`config.mk`:
```
export PLATFORM = sky130hd
export DESIGN_NAME = keypad_scanner
export DESIGN_NICKNAME = d
export VERILOG_FILES = /design/src/rtl/keypad_scanner.sv
export SDC_FILE = /design/constraint.sdc
export NUM_CORES = 1
export LEC_CHECK = 0
export BUFFER_PORTS_ARGS = -buffer_cell sky130_fd_sc_hd__buf_2
export CAP_MARGIN = 20
export CORE_ASPECT_RATIO = 1.4
export CORE_MARGIN = 2
export CORE_UTILIZATION = 54
export DETAILED_ROUTE_END_ITERATION = 16
export GPL_ROUTABILITY_DRIVEN = 0
export GPL_TIMING_DRIVEN = 0
export PLACE_DENSITY = 0.83
export SLEW_MARGIN = 10
export SYNTH_ARGS = -nofsm -noshare
export SYNTH_HDL_FRONTEND = slang
export SYNTH_SLANG_ARGS = --single-unit
export TNS_END_PERCENT = 10
```
`constraint.sdc`:
```
create_clock -name i_clk -period 1.87 [get_ports i_clk]
set_input_delay 0.2805 -clock i_clk [delete_from_list [all_inputs] [get_ports i_clk]]
set_output_delay 0.2805 -clock i_clk [all_outputs]
set_load 0.02 [all_outputs]
```
`src/rtl/keypad_scanner.sv`:
```
// Scans a 4x3 active-low matrix keypad, debounces press and release, and reports
// each accepted key once as a 4-bit code followed by a fixed-width strobe.
module keypad_scanner #(
   parameter int SCAN_DIV     = 500,
   parameter int DEBOUNCE_CYC = 5000,
   parameter int STROBE_CYC   = 4
) (
   input  logic       i_clk,
   input  logic       i_reset,
   input  logic [3:0] i_row,
   output logic [2:0] o_col,
   output logic [3:0] o_number,
   output logic       o_key_strobe,
   output logic       o_key_err,
   output logic [1:0] o_state
);

   localparam int DIV_W = (SCAN_DIV > 1) ? $clog2(SCAN_DIV) : 1;
   localparam int DEB_W = (DEBOUNCE_CYC > 1) ? $clog2(DEBOUNCE_CYC) : 1;
   localparam int STB_W = $clog2(STROBE_CYC + 1);

   localparam logic [DIV_W-1:0] DIV_LAST = DIV_W'(SCAN_DIV - 1);
   localparam logic [DEB_W-1:0] DEB_LAST = DEB_W'(DEBOUNCE_CYC - 1);
   localparam logic [STB_W-1:0] STB_LAST = STB_W'(STROBE_CYC);

   typedef enum logic [1:0] {
      S_SCAN     = 2'd0,
      S_DEBOUNCE = 2'd1,
      S_PRESSED  = 2'd2,
      S_RELEASE  = 2'd3
   } state_t;

   state_t           r_state;
   state_t           w_next_state;

   logic [DIV_W-1:0] r_div;
   logic [DEB_W-1:0] r_deb;
   logic [STB_W-1:0] r_stb;
   logic [1:0]       r_col_idx;
   logic [1:0]       r_row_idx;
   logic [3:0]       r_row_pat;
   logic [3:0]       r_number;
   logic             r_key_err;

   logic [3:0]       w_low;
   logic [2:0]       w_low_cnt;
   logic             w_one_low;
   logic             w_multi_low;
   logic             w_all_high;
   logic [1:0]       w_row_enc;
   logic             w_match;
   logic             w_div_last;
   logic             w_deb_last;
   logic             w_stb_done;
   logic [1:0]       w_col_next;
   logic [3:0]       w_code;

   // Row decode: how many lines are pulled low and which one.
   always_comb begin
      w_low       = ~i_row;
      w_low_cnt   = {2'b00, w_low[0]} + {2'b00, w_low[1]} +
                    {2'b00, w_low[2]} + {2'b00, w_low[3]};
      w_one_low   = (w_low_cnt == 3'd1);
      w_multi_low = (w_low_cnt > 3'd1);
      w_all_high  = (i_row == 4'hF);
      w_match     = (i_row == r_row_pat);
      w_row_enc   = 2'd0;
      case (w_low)
         4'b0010: w_row_enc = 2'd1;
         4'b0100: w_row_enc = 2'd2;
         4'b1000: w_row_enc = 2'd3;
         default: w_row_enc = 2'd0;
      endcase
   end

   always_comb begin
      w_div_last = (r_div == DIV_LAST);
      w_deb_last = (r_deb == DEB_LAST);
      w_stb_done = (r_stb == STB_LAST);
      w_col_next = (r_col_idx == 2'd2) ? 2'd0 : r_col_idx + 2'd1;
   end

   // Rows 0-2 hold digits 1-9 in reading order; row 3 is '*', '0', '#'.
   always_comb begin
      w_code = 4'd0;
      if (r_row_idx != 2'd3) begin
         w_code = 4'(r_row_idx) * 4'd3 + 4'(r_col_idx) + 4'd1;
      end else begin
         case (r_col_idx)
            2'd0:    w_code = 4'd10;
            2'd1:    w_code = 4'd0;
            default: w_code = 4'd11;
         endcase
      end
   end

   always_ff @(posedge i_clk or posedge i_reset) begin
      if (i_reset) begin
         r_state <= S_SCAN;
      end else begin
         r_state <= w_next_state;
      end
   end

   always_comb begin
      w_next_state = r_state;
      case (r_state)
         S_SCAN: begin
            if (w_div_last && w_one_low) begin
               w_next_state = S_DEBOUNCE;
            end
         end
         S_DEBOUNCE: begin
            if (!w_match) begin
               w_next_state = S_SCAN;
            end else if (w_deb_last) begin
               w_next_state = S_PRESSED;
            end
         end
         S_PRESSED: begin
            if (w_stb_done) begin
               w_next_state = S_RELEASE;
            end
         end
         S_RELEASE: begin
            if (w_all_high && w_deb_last) begin
               w_next_state = S_SCAN;
            end
         end
         default: w_next_state = S_SCAN;
      endcase
   end

   // Counters and captured key; every counter is cleared on entry to the state using it.
   always_ff @(posedge i_clk or posedge i_reset) begin
      if (i_reset) begin
         r_div     <= '0;
         r_deb     <= '0;
         r_stb     <= '0;
         r_col_idx <= 2'd0;
         r_row_idx <= 2'd0;
         r_row_pat <= 4'hF;
         r_number  <= 4'd0;
         r_key_err <= 1'b0;
      end else begin
         r_key_err <= 1'b0;
         case (r_state)
            S_SCAN: begin
               if (w_div_last) begin
                  r_div <= '0;
                  if (w_one_low) begin
                     r_row_idx <= w_row_enc;
                     r_row_pat <= i_row;
                     r_deb     <= '0;
                  end else begin
                     r_col_idx <= w_col_next;
                     r_key_err <= w_multi_low;
                  end
               end else begin
                  r_div <= r_div + 1'b1;
               end
            end
            S_DEBOUNCE: begin
               if (!w_match) begin
                  r_col_idx <= w_col_next;
                  r_div     <= '0;
               end else if (w_deb_last) begin
                  r_number <= w_code;
                  r_stb    <= '0;
               end else begin
                  r_deb <= r_deb + 1'b1;
               end
            end
            S_PRESSED: begin
               if (w_stb_done) begin
                  r_deb <= '0;
               end else begin
                  r_stb <= r_stb + 1'b1;
               end
            end
            S_RELEASE: begin
               if (!w_all_high) begin
                  r_deb <= '0;
               end else if (w_deb_last) begin
                  r_col_idx <= w_col_next;
                  r_div     <= '0;
               end else begin
                  r_deb <= r_deb + 1'b1;
               end
            end
            default: r_div <= '0;
         endcase
      end
   end

   // The first PRESSED cycle presents the new code with the strobe still low.
   always_comb begin
      o_col = 3'b110;
      case (r_col_idx)
         2'd1:    o_col = 3'b101;
         2'd2:    o_col = 3'b011;
         default: o_col = 3'b110;
      endcase
      o_key_strobe = (r_state == S_PRESSED) && (r_stb != '0);
      o_number     = r_number;
      o_key_err    = r_key_err;
      o_state      = r_state;
   end

endmodule

```
==> flow_summary.ini <==
[status]
status = finished with violations
violations = negative setup slack

[sta]
hold_violations = 0
rsz0062_at_grt = yes
timing.hold.ws_ps = 216.3
worst_slack_ps = -246.7
fmaxAchievable_ghz = 0.4724
finalMaxSlewViolations = 0
worst-slew-pin-transition_ps = 536.5
setup_viol = 23
min_period_ps = 2117
slew_headroom_pct = 63.96
layout_worst_path_cycle_share_pct = 113.2
clock_skew_ps = 10.84

[setup_path]
critPathCaptureType = register
crit_required_ps = 2070
timing.rr.start = r_row_idx[0]
reg2reg_to = o_number[3]
cp_data_arrival_time_ps = 2320
critPathLaunch = i_row[0]
path_class = in -> reg
ff2ff_path_depth = 6
cp-start-kind = primary input
crit_end = r_deb[12]
slowest_delay_ps = 550
crit_buf_inv = 2
rrSetupSlack_ps = -190
cp_num_cells = 10
crit_chain = buf_8 -> inv_4 -> fa_1 -> ha_2 -> ha_4 -> nand2b_4 -> o41ai_4 -> nand2_2 -> a211o_1 -> a22o_1
path_max_fanout = 5
critical_path.top_delay_family = adder cells
slowest_stage = fa_1

[final_layout]
fin_cells = 348
area_delta_synth_final_pct = 17.31
drive_above_1_share_pct = 26.92
final_common_cell = dfrtp_1
final_area_um2 = 2950
most-common-layout-cells = dfrtp_1, nand2_1, inv_1, buf_2, ha_1
n_fill_cell = 351
nets = 311
antennaDiodeCount = 0

[place]
io_buffers = 15
hpwl_mm = 3.801
placed_area_um2 = 2725
dp.cells = 336

[routing]
drt-total-wl_mm = 5.146
wire_per_inst_um = 14.79
firstDrtPassIters = 4
viasPerCell = 5.716
drt-initial-drc-count = 84
drt.antenna.violating_nets = 0
num_vias = 1989
drcViolationCount = 0

[grt]
antenna_found_initial = 0
grt_pass1_wl_mm = 8.576
grt_pass1_vias = 1990
grt.overflow.total = 0
grt_max_degree = 31
grt_usage_pct = 21.29

[floorplan]
rows = 29
fp.dieW_um = 61.68
initial_core_util_pct = 55.90
io_pins = 17
die-area_um2 = 5227
chipHeight_um = 84.75
core_area_um2 = 4499

[clock_network]
cts_tree = yes
cts_buffer_depth = 2
numCtsBuffers = 5
cts.htree.levels = 2
cts_root_buf = clkbuf_8
clock-sinks = 40
clk_transition_reported_paths_ps = 90
clk_latency_ps = 300

[yosys]
seq_area_frac_synth_pct = 40.00
synthesis.nets = 284
yosysWarningCount = 0
synth-edff-count = 0
synth_ff_type = dfrtp_1
synthCells = 258
synth_area_per_cell_um2 = 9.748
syn-cell-area_um2 = 2515
async_reset_ff_share_pct = 100.0
ys_seq_elements = 40
synthDistinctLibCells = 48

[power]
worst_ir_drop_vdd_v = 0.0002685
power_density_nw_per_um2 = 526.6
power_w = 0.001554
p_leak_nw = 1.393

[job]
maxCapViolCount = 0

[hold_path]
hp-class = in -> reg
state kept, by name, summed over array words and instances (netlist names), named ones only:
signal / flops
r_div: 9
r_col_idx: 2
r_row_idx: 2
o_number: 4
r_stb: 3
o_key_err: 1
r_deb: 13
o_state: 1
r_row_pat: 4
Yosys cell counts, drive strengths merged, types with 3 or more instances:
| cell type | n | area, um2 |
|---|---|---|
| clkbuf | 4 | 15.01 |
| a21oi | 12 | 60.06 |
| nor4 | 7 | 73.82 |
| ha | 17 | 212.7 |
| fa | 3 | 60.06 |
| dfrtp | 36 | 900.9 |
| o211ai | 4 | 43.79 |
| nor3 | 4 | 20.02 |
| a21o | 7 | 52.55 |
| nand3 | 9 | 50.05 |
| nand2 | 23 | 86.33 |
| xor2 | 5 | 43.79 |
| mux2 | 8 | 90.09 |
| inv | 24 | 90.09 |
| a22o | 3 | 26.28 |
| nor2 | 18 | 75.07 |
| nand4 | 4 | 40.04 |
| o21ai | 13 | 65.06 |
| and3 | 4 | 25.02 |
| buf | 4 | 18.76 |
| o31ai | 5 | 51.30 |
| dfstp | 4 | 105.1 |
| a31oi | 12 | 75.07 |
| and2 | 4 | 25.02 |
kinds of logic after synthesis:
logic type	synth area share, %
buffers and inverters	4.925
multiplexers	4.378
AO/OA/AOI/OAI	19.15
XOR/XNOR	2.438
AND/OR/NAND/NOR	18.26
adder cells (fa/ha/maj)	10.85
flip-flops	40.00
worst reg2reg max path, cell delays in order (launching register included):
cell	delay, ps
dfrtp_1	430
fa_1	540
ha_1	320
a21o_1	170
a211oi_2	170
a21oi_1	70
mux2_2	270
layer usage:
metal | routed length [um] | GRT usage (%)
met1 | 2170 | 23.68
met2 | 2792 | 38.09
met3 | 118 | 4.931
met4 | 64 | 6.963
met5 | 0 | 0
stage by stage:
stage	setup slack [ps]	setup TNS (ps)	utilization, %
3_5_place_dp	-760.9	-13880	60.57
2_1_floorplan	-461.1	-5867	-
4_1_cts	-236.4	-2676	64.21
5_1_grt	-310.4	-4308	65.57
6_report	-246.7	-2326	65.57
3_3_place_gp	-712.6	-12720	60.12
layout make-up:
cell class	instances	area, um2	share of cell area [%]
Inverter	24	95.09	3.223
Tap cell	62	77.57	2.629
Buffer	7	51.30	1.739
Clock inverter	3	18.77	0.6361
Clock buffer	5	68.82	2.332
Multi-Input combinational cell	186	1475	50.00
Timing Repair Buffer	21	155.1	5.259
Sequential cell	40	1008	34.18
power by group:
part	total, W	switching [W]	internal (W)
sequential	0.000864	0	0.000864
clock	0.000581	0.000321	0.000260
combinational	0.000108	0.0000601	0.0000478
timing repair:
item                                    4_1_cts  5_1_grt
setup buffers                                 2        2
pin swaps                                     4        8
endpoints found under the setup margin       29       36
hold buffers                                  1        0
resized for setup                            20       15
hold endpoints to repair                     10        0
how the worst min path moves through the flow:
| stage | end | cells after the start | slack (ps) | start |
|---|---|---|---|---|
| detailed placement | r_deb[4] | 2 | 230 | i_reset |
| global route | r_row_pat[0] | 3 | 220 | i_row[0] |
| global placement | r_row_pat[0] | 2 | 470 | r_row_pat[0] |
| floorplan | r_row_pat[2] | 2 | 440 | i_row[2] |
| CTS | r_row_pat[0] | 3 | 210 | i_row[0] |
| finish | r_row_pat[0] | 3 | 220 | i_row[0] |
No activity file was read; power rests on OpenSTA's default activity.
